$ cat config.mk
export PLATFORM = sky130hd
export DESIGN_NAME = bin_to_bcd_seq
export DESIGN_NICKNAME = d
export VERILOG_FILES = /design/src/rtl/bcd_pkg.sv /design/src/rtl/bcd_add3_cell.sv /design/src/rtl/bin_to_bcd_seq.sv
export SDC_FILE = /design/constraint.sdc
export NUM_CORES = 1
export LEC_CHECK = 0
export CORE_AREA = 2 2 100 102
export CTS_CLUSTER_SIZE = 8
export DETAILED_ROUTE_END_ITERATION = 16
export DIE_AREA = 0 0 102 104
export PLACE_DENSITY = 0.58
export SYNTH_ARGS = -nofsm -noshare
export SYNTH_HDL_FRONTEND = slang
export SYNTH_HIERARCHICAL = 1
export SYNTH_SLANG_ARGS = --single-unit
$ cat constraint.sdc
create_clock -name clk -period 2.04 [get_ports clk]
set_input_delay 0.51 -clock clk [delete_from_list [all_inputs] [get_ports clk]]
set_output_delay 0.51 -clock clk [all_outputs]
set_load 0.02 [all_outputs]
$ cat src/rtl/bcd_pkg.sv
// Shared types and helpers for the sequential binary-to-BCD converter.
//   b2b_state_t : converter FSM states
//   BCD_BLANK   : nibble code the seven-segment decoders render as all-off
//   digits_for  : minimum decimal digits needed for a bin_w-bit unsigned value
package bcd_pkg;

  typedef enum logic [1:0] {
    IDLE  = 2'd0,
    SHIFT = 2'd1,
    DONE  = 2'd2
  } b2b_state_t;

  localparam logic [3:0] BCD_BLANK = 4'hF;

  // ceil(bin_w * log10(2)) with log10(2) held as 0.301029996 scaled by 1e9.
  // bin_w*log10(2) is never an integer for bin_w >= 1, so the smallest d with
  // d*1e9 >= product is the ceiling. Scanning downward leaves the smallest hit.
  function automatic int digits_for(input int bin_w);
    longint prod;
    int     res;
    prod = longint'(bin_w) * 64'sd301029996;
    res  = 1;
    for (int d = bin_w; d >= 1; d--) begin
      if (longint'(d) * 64'sd1000000000 >= prod) res = d;
    end
    return res;
  endfunction

endpackage

$ cat src/rtl/bcd_add3_cell.sv
// One double-dabble correction cell: a BCD digit of 5 or more gets +3 so the
// following left shift carries correctly into the next digit.
//   din  : current 4-bit digit
//   dout : corrected digit (4-bit, wraps mod 16)
module bcd_add3_cell (
  input  logic [3:0] din,
  output logic [3:0] dout
);

  assign dout = (din >= 4'd5) ? din + 4'd3 : din;

endmodule

$ cat src/rtl/bin_to_bcd_seq.sv
// Sequential shift-add-3 converter, unsigned binary -> packed BCD, one bit per
// cycle. Leading-zero digits can be blanked to BCD_BLANK for the downstream
// seven-segment decoders. One conversion in flight, valid/ready on both sides.
//   clk, rst            : clock (rising), async active-high reset
//   in_valid/in_ready   : input handshake; in_ready high only while idle
//   in_bin   [BIN_W]    : value to convert, sampled at the accepting edge
//   out_valid/out_ready : output handshake; result held until taken
//   out_bcd  [4*DIGITS] : digit k at [4k+3:4k], digit 0 = units
module bin_to_bcd_seq
  import bcd_pkg::*;
#(
  parameter int BIN_W    = 16,
  parameter int DIGITS   = 5,
  parameter bit LZ_BLANK = 1'b1
) (
  input  logic                  clk,
  input  logic                  rst,
  input  logic                  in_valid,
  output logic                  in_ready,
  input  logic [BIN_W-1:0]      in_bin,
  output logic                  out_valid,
  input  logic                  out_ready,
  output logic [4*DIGITS-1:0]   out_bcd
);

  localparam int CNT_W = $clog2(BIN_W + 1);
  localparam int BCD_W = 4 * DIGITS;

  if (DIGITS < digits_for(BIN_W)) begin : g_bad_digits
    $error("bin_to_bcd_seq: DIGITS=%0d too small for BIN_W=%0d", DIGITS, BIN_W);
  end

  b2b_state_t state_q, state_d;

  logic [BIN_W-1:0]        bin_q;
  logic [DIGITS-1:0][3:0]  acc_q;
  logic [DIGITS-1:0][3:0]  acc_adj;
  logic [DIGITS-1:0][3:0]  acc_shf;
  logic [DIGITS-1:0][3:0]  acc_blk;
  logic [BCD_W-1:0]        adj_flat;
  logic [CNT_W-1:0]        cnt_q;
  logic                    out_valid_q;
  logic [BCD_W-1:0]        out_bcd_q;
  logic                    load, step, last, take;
  logic                    unused_adj_top;

  // ---- per-digit correction ----
  for (genvar g = 0; g < DIGITS; g++) begin : g_add3
    bcd_add3_cell u_add3 (
      .din  (acc_q[g]),
      .dout (acc_adj[g])
    );
  end

  // Corrected digits shift left one, pulling in the binary MSB. The top bit
  // falls off; it is always zero when DIGITS meets the minimum.
  assign adj_flat       = acc_adj;
  assign acc_shf        = {adj_flat[BCD_W-2:0], bin_q[BIN_W-1]};
  assign unused_adj_top = adj_flat[BCD_W-1];

  // ---- leading-zero blanking: priority chain from the MS digit down ----
  // lz[k] is set when digit k and every digit above it are zero.
  logic [DIGITS:1] lz;
  assign lz[DIGITS] = 1'b1;
  assign acc_blk[0] = acc_shf[0];
  for (genvar g = 1; g < DIGITS; g++) begin : g_blank
    assign lz[g]      = lz[g+1] & (acc_shf[g] == 4'd0);
    assign acc_blk[g] = (LZ_BLANK && lz[g]) ? BCD_BLANK : acc_shf[g];
  end

  // ---- FSM ----
  always_ff @(posedge clk or posedge rst) begin
    if (rst) state_q <= IDLE;
    else     state_q <= state_d;
  end

  always_comb begin
    state_d = state_q;
    load    = 1'b0;
    step    = 1'b0;
    last    = 1'b0;
    take    = 1'b0;
    case (state_q)
      IDLE: begin
        if (in_valid) begin
          load    = 1'b1;
          state_d = SHIFT;
        end
      end
      SHIFT: begin
        step = 1'b1;
        if (cnt_q == CNT_W'(BIN_W - 1)) begin
          last    = 1'b1;
          state_d = DONE;
        end
      end
      DONE: begin
        if (out_ready) begin
          take    = 1'b1;
          state_d = IDLE;
        end
      end
      default: state_d = IDLE;
    endcase
  end

  assign in_ready = (state_q == IDLE);

  // ---- datapath ----
  always_ff @(posedge clk or posedge rst) begin
    if (rst) begin
      bin_q       <= '0;
      acc_q       <= '0;
      cnt_q       <= '0;
      out_valid_q <= 1'b0;
      out_bcd_q   <= '0;
    end else begin
      if (load) begin
        bin_q <= in_bin;
        acc_q <= '0;
        cnt_q <= '0;
      end else if (step) begin
        bin_q <= bin_q << 1;
        acc_q <= acc_shf;
        cnt_q <= cnt_q + CNT_W'(1);
      end
      // Final shift result goes straight to the output register, so
      // out_valid rises on the BIN_W-th shift edge.
      if (last) begin
        out_bcd_q   <= acc_blk;
        out_valid_q <= 1'b1;
      end else if (take) begin
        out_valid_q <= 1'b0;
      end
    end
  end

  assign out_valid = out_valid_q;
  assign out_bcd   = out_bcd_q;

endmodule

==> results of run 1 <==
-- worst register-to-register path, delay by kind of cell (launching register included) --
kind / cells / cell delay (ns)
fa+ha+maj: 1 / 0.20
compound gates: 3 / 0.50
mux: 1 / 0.09
simple gates: 2 / 0.41
buf+inv: 2 / 0.32
flops: 1 / 0.42
-- state kept, by name, indices dropped and copies added, names as in the netlist --
register and flops:
acc_q 20, bin_q 16, cnt_q 5, out_bcd 20, out_valid 1, state_q 2
-- layer usage --
metal  routed length, um  part of all wire
met1                3330              0.47
met2                3390              0.48
met3                 331             0.047
met4                  33            0.0047
met5                   0                 0
-- stage by stage --
step | area (um^2) | instances | TNS [ns] | total power [uW] | utilization
floorplan | 3220 | 353 | 0 | 4400 | -
global placement | 3960 | 535 | 0 | 5570 | 0.414
detailed placement | 3960 | 535 | -0.245 | 5680 | 0.414
CTS | 4150 | 553 | 0 | 6740 | 0.435
global route | 4250 | 554 | -0.964 | 7530 | 0.445
finish | 4250 | 554 | 0 | 6930 | 0.445
-- area by class of cell --
cell class,count,area (um^2),share of cell area
flip-flops and latches,64,1600,0.377
multi-input cells,259,1560,0.368
repair buffers,70,693,0.163
well taps,133,166,0.0392
clock buffers,11,151,0.0356
inverters,13,52.6,0.0124
clock inverters,4,20.0,0.00471
-- cells in the final DEF, fill, tap and decap left out, types with 3 or more instances in the layout --
cell               n
buf_12             5
nor3_1             4
o22a_1             8
nor2_1            19
clkinv_2           4
ha_2               4
a21oi_1            7
a21oi_2            4
xnor2_1            4
a41oi_1            3
nand2b_1          10
buf_4             23
inv_1              9
nand2_1          110
o21ai_1            4
dfrtp_1           63
a21oi_4            3
clkdlybuf4s50_1   40
o21ai_0           31
ha_1               8
inv_2              3
clkbuf_8          11
a22oi_1           15
mux2i_1            3
-- worst paths after layout --
path	cells past startpoint	endpoint
max	9	out_bcd[13]
min	1	cnt_q[3]
max reg2reg	9	out_bcd[13]
min reg2reg	1	cnt_q[3]
max in group asynchronous	3	out_bcd[8]
min in group asynchronous	2	acc_q[9]
-- repair_timing --
| action | 4_1_cts | 5_1_grt |
|---|---|---|
| pin swaps | 3 | 5 |
| resized for setup | 4 | 19 |
| setup endpoints to repair | 13 | 16 |
| buffers inserted | 3 | 3 |
-- power breakdown --
part | internal, uW | switching [uW]
registers | 1820 | 418
clock network | 492 | 470
logic | 1770 | 1960
==> results.py, run 1 <==
metrics = {
    "timing": {
        "worst_clock_skew_ns": 0.00650,
        "fin_hold_ws_ns": 0.466,
        "relSlewSlack": 0.535,
        "rsz0062_at_grt": "yes",
        "fin_ws_ns": 0.0482,
        "final-hold-violation-count": 0,
        "period_share": 0.976,
        "setup-violations-final": 0,
        "maxSlewViolCount": 0,
        "min_period_ns": 1.99,
        "worst_pin_slew_ns": 0.698,
        "max_freq_mhz": 502,
    },
    "clocking": {
        "cts_tree": "built",
        "cts_buffer_depth": 2,
        "root_buffer": "clkbuf_8",
        "path_clk_slew_ns": 0.07,
        "hold_buffers": 0,
        "clkLatencyLatePin_ns": 0.34,
        "cts_max_level": 3,
        "cts_inserted_buffers": 9,
        "cts_num_sinks": 64,
    },
    "placed_design": {
        "port_buffers": 41,
        "post-place-ws_ns": -0.0371,
        "gp_congestion": 0.755,
        "dp_hpwl_mm": 5.11,
    },
    "route": {
        "viasPerCell": 4.70,
        "vias": 2606,
        "ant_nets": 0,
        "wire_per_inst_um": 12.8,
        "remaining_drc_errors": 0,
        "drt_pass1_iterations": 6,
        "drt_iter0_drc": 130,
        "wirelength_mm": 7.09,
    },
    "global_route": {
        "grt-ovfl-total": 0,
        "met2_usage": 0.218,
        "grt_pass1_wl_mm": 12.0,
        "grt_max_degree": 26,
        "met1_usage": 0.193,
        "antenna_found_initial": 0,
        "grt.busiest_layer": "met2",
        "grtUsageTotal": 0.143,
        "use_met3": 0.0511,
        "grt_pass1_vias": 2525,
    },
    "synthesis": {
        "syn_inst": 353,
        "syn_avg_cell_area_um2": 9.11,
        "ys_warn_count": 6,
        "syn_area_um2": 3210,
        "syn-num-nets": 385,
    },
    "power_and_ir_drop": {
        "power.density_nw_per_um2": 1630,
        "leakage_uw": 0.00192,
        "ir_drop_uv": 480,
    },
    "setup_path": {
        "crit_family": "compound AO/OA/AOI/OAI gates",
        "cp.arrival_ns": 2.27,
        "critPathMaxFanout": 7,
        "r2r_slack_ns": 0.05,
        "worst_path_max_delay_cell": "dfrtp_1",
        "worstPathCellList": "ha_2 -> nand2b_1 -> a21oi_2 -> mux2i_1 -> buf_4 -> nor4_4 -> buf_6 -> a21o_1 -> o22a_1",
        "start_kind": "register",
        "cp_num_buf_inv": 2,
        "crit_start": "acc_q[16]",
        "cp-end-kind": "register",
        "critPathKind": "register to register",
        "r2r-start": "acc_q[16]",
        "cp_data_required_time_ns": 2.32,
        "crit_path_max_incr_delay_ns": 0.42,
    },
    "layout": {
        "synthToLayoutAreaGrowth_pct": 32.2,
        "fillers": 977,
        "drive_above_1_share": 0.173,
        "diodes": 0,
        "nNetsFinal": 449,
    },
    "run": {
        "cap_violations": 0,
    },
    "die": {
        "dieArea_um2": 10600,
        "die_w_um": 102,
        "num_rows": 36,
        "ios": 42,
        "die_h_um": 104,
        "core_area_um2": 9550,
        "start_util": 0.337,
    },
    "min_path": {
        "hp-class": "register to register",
        "min_from": "cnt_q[3]",
    },
    "status": {
        "status": "finished clean",
    },
}
No activity file was read; power rests on OpenSTA's default activity.
==> run 2: changes to the inputs <==
- CELL_PAD_IN_SITES_DETAIL_PLACEMENT: not set -> 0
- CELL_PAD_IN_SITES_GLOBAL_PLACEMENT: not set -> 2
- CORE_AREA: 2 2 100 102 -> 2 2 106 108
- DIE_AREA: 0 0 102 104 -> 0 0 108 110
- PLACE_DENSITY: 0.58 -> 0.77
==> run 2 against run 1 <==
Effect of this change: critical path depth shrank 1; largest power group unchanged; clock power is 3.0% higher; highest routed layer unchanged; global-route usage shrank 0.90 points; largest cell class unchanged; utilization fell by 5.1 points.
==> results.py, run 2 (synthesis gave the netlist of run 1 again) <==
metrics = {
    "status": {
        "status": "finished clean",
    },
    "clocking": {
        "cts_tree": "built",
        "cts_max_level": 3,
        "hold_buffers": 0,
        "clkLatencyLatePin_ns": 0.33,
        "cts_inserted_buffers": 9,
        "cts_num_sinks": 64,
        "root_buffer": "clkbuf_8",
        "cts_buffer_depth": 2,
        "path_clk_slew_ns": 0.07,
    },
    "die": {
        "die_w_um": 108,
        "die_h_um": 110,
        "dieArea_um2": 11900,
        "start_util": 0.300,
        "ios": 42,
        "core_area_um2": 10700,
        "num_rows": 38,
    },
    "timing": {
        "max_freq_mhz": 509,
        "min_period_ns": 1.96,
        "maxSlewViolCount": 0,
        "worst_pin_slew_ns": 0.715,
        "period_share": 0.963,
        "rsz0062_at_grt": "yes",
        "setup-violations-final": 0,
        "final-hold-violation-count": 0,
        "relSlewSlack": 0.523,
        "worst_clock_skew_ns": 0.0119,
    },
    "setup_path": {
        "r2r-start": "acc_q[16]",
        "cp.arrival_ns": 2.18,
        "critPathMaxFanout": 7,
        "critPathKind": "register to register",
        "start_kind": "register",
        "crit_path_max_incr_delay_ns": 0.41,
        "cp_num_buf_inv": 1,
        "cp-end-kind": "register",
        "crit_family": "compound AO/OA/AOI/OAI gates",
        "crit_start": "acc_q[16]",
        "worstPathCellList": "ha_2 -> nand2b_1 -> a21oi_2 -> mux2i_2 -> nor4_4 -> buf_6 -> a21o_1 -> o22a_1",
        "worst_path_max_delay_cell": "dfrtp_1",
        "cp_data_required_time_ns": 2.26,
    },
    "layout": {
        "mostFrequentLayoutCells": "110 x nand2_1, 63 x dfrtp_1, 41 x clkdlybuf4s50_1",
        "synthToLayoutAreaGrowth_pct": 31.2,
        "nNetsFinal": 446,
        "regArea_um2": 1600,
        "final_core_util": 0.394,
        "fillers": 1105,
        "diodes": 0,
        "final_common_cell": "nand2_1",
        "drive_above_1_share": 0.179,
        "multiInputGateArea_um2": 1580,
    },
    "placed_design": {
        "port_buffers": 41,
        "dp_hpwl_mm": 4.90,
        "gp_congestion": 0.754,
    },
    "route": {
        "wl_met2_mm": 3.67,
        "vias": 2582,
        "remaining_drc_errors": 0,
        "drt_iter0_drc": 102,
        "ant_nets": 0,
        "viasPerCell": 4.63,
        "wirelength_mm": 7.47,
        "top_layer_used": "met4",
        "drt-met1-wl_mm": 3.52,
        "drt_pass1_iterations": 4,
        "wl_met3_um": 229,
        "wire_per_inst_um": 13.4,
    },
    "global_route": {
        "antenna_found_initial": 0,
        "grtUsageTotal": 0.134,
        "grt_pass1_vias": 2594,
        "grt_pass1_wl_mm": 12.5,
        "grt-ovfl-total": 0,
        "grt_max_degree": 65,
    },
    "power_and_ir_drop": {
        "ir_drop_uv": 506,
        "leakage_uw": 0.00188,
        "fin_total_pwr_uw": 6970,
        "power.density_nw_per_um2": 1650,
    },
    "min_path": {
        "hp-class": "register to register",
        "min_from": "cnt_q[3]",
    },
    "run": {
        "cap_violations": 0,
    },
}
## run 2: changes by cell type in the layout (fill, tap and decap cells not counted), moves of 2 or more
cell / change
clkinv_2: -2
a21oi_2: +4
buf_12: -3
a21oi_1: -3
## run 2: per-stage QoR
stage,cells,setup WS [ns],setup TNS [ns],instance area [um^2],hold WS [ns]
floorplan,353,0.158,0,3220,0.438
global placement,541,0.0328,0,3920,0.458
detailed placement,541,-0.0170,-0.0780,3920,0.463
CTS,556,0.00385,0,4100,0.474
global route,558,-0.0669,-0.337,4220,0.503
finish,558,0.0763,0,4220,0.478
## run 2: cell type report
| cell class | instances | area share |
|---|---|---|
| Clock buffer | 12 | 0.0368 |
| Clock inverter | 3 | 0.00415 |
| Inverter | 13 | 0.0125 |
| Multi-Input combinational cell | 259 | 0.375 |
| Sequential cell | 64 | 0.380 |
| Tap cell | 140 | 0.0415 |
| Timing Repair Buffer | 67 | 0.150 |
## run 2: worst paths after layout
check | endpoint | slack (ns) | cells after the start
max | out_bcd[15] | 0.08 | 8
min | cnt_q[3] | 0.48 | 1
max reg2reg | out_bcd[15] | 0.08 | 8
min reg2reg | cnt_q[3] | 0.48 | 1
max in group asynchronous | acc_q[8] | 1.12 | 3
min in group asynchronous | bin_q[6] | 0.61 | 3
## run 2: per-layer routing
layer  vias up  GRT usage
met5         -          0
met4         0     0.0385
met3         7     0.0323
met2        33      0.228
met1      1234      0.170
li1       1308          -
## run 2: repair_timing
| action | CTS | global route |
|---|---|---|
| gates resized for setup | 1 | 25 |
| buffers inserted | 0 | 3 |
| pin swaps | 1 | 12 |
| endpoints found under the setup margin | 12 | 16 |
## run 2: power breakdown
group          total [uW]  switching, uW  internal [uW]  leakage (uW)
Clock                 990            492            498     0.0000882
Combinational        3730           1980           1750      0.000987
Sequential           2250            428           1820      0.000808
==> run 3: changes to the inputs <==
- HOLD_SLACK_MARGIN: not set -> 0.12
==> results of run 3 <==
Same layout as run 2: the final DEF is identical, and so are final timing and power.
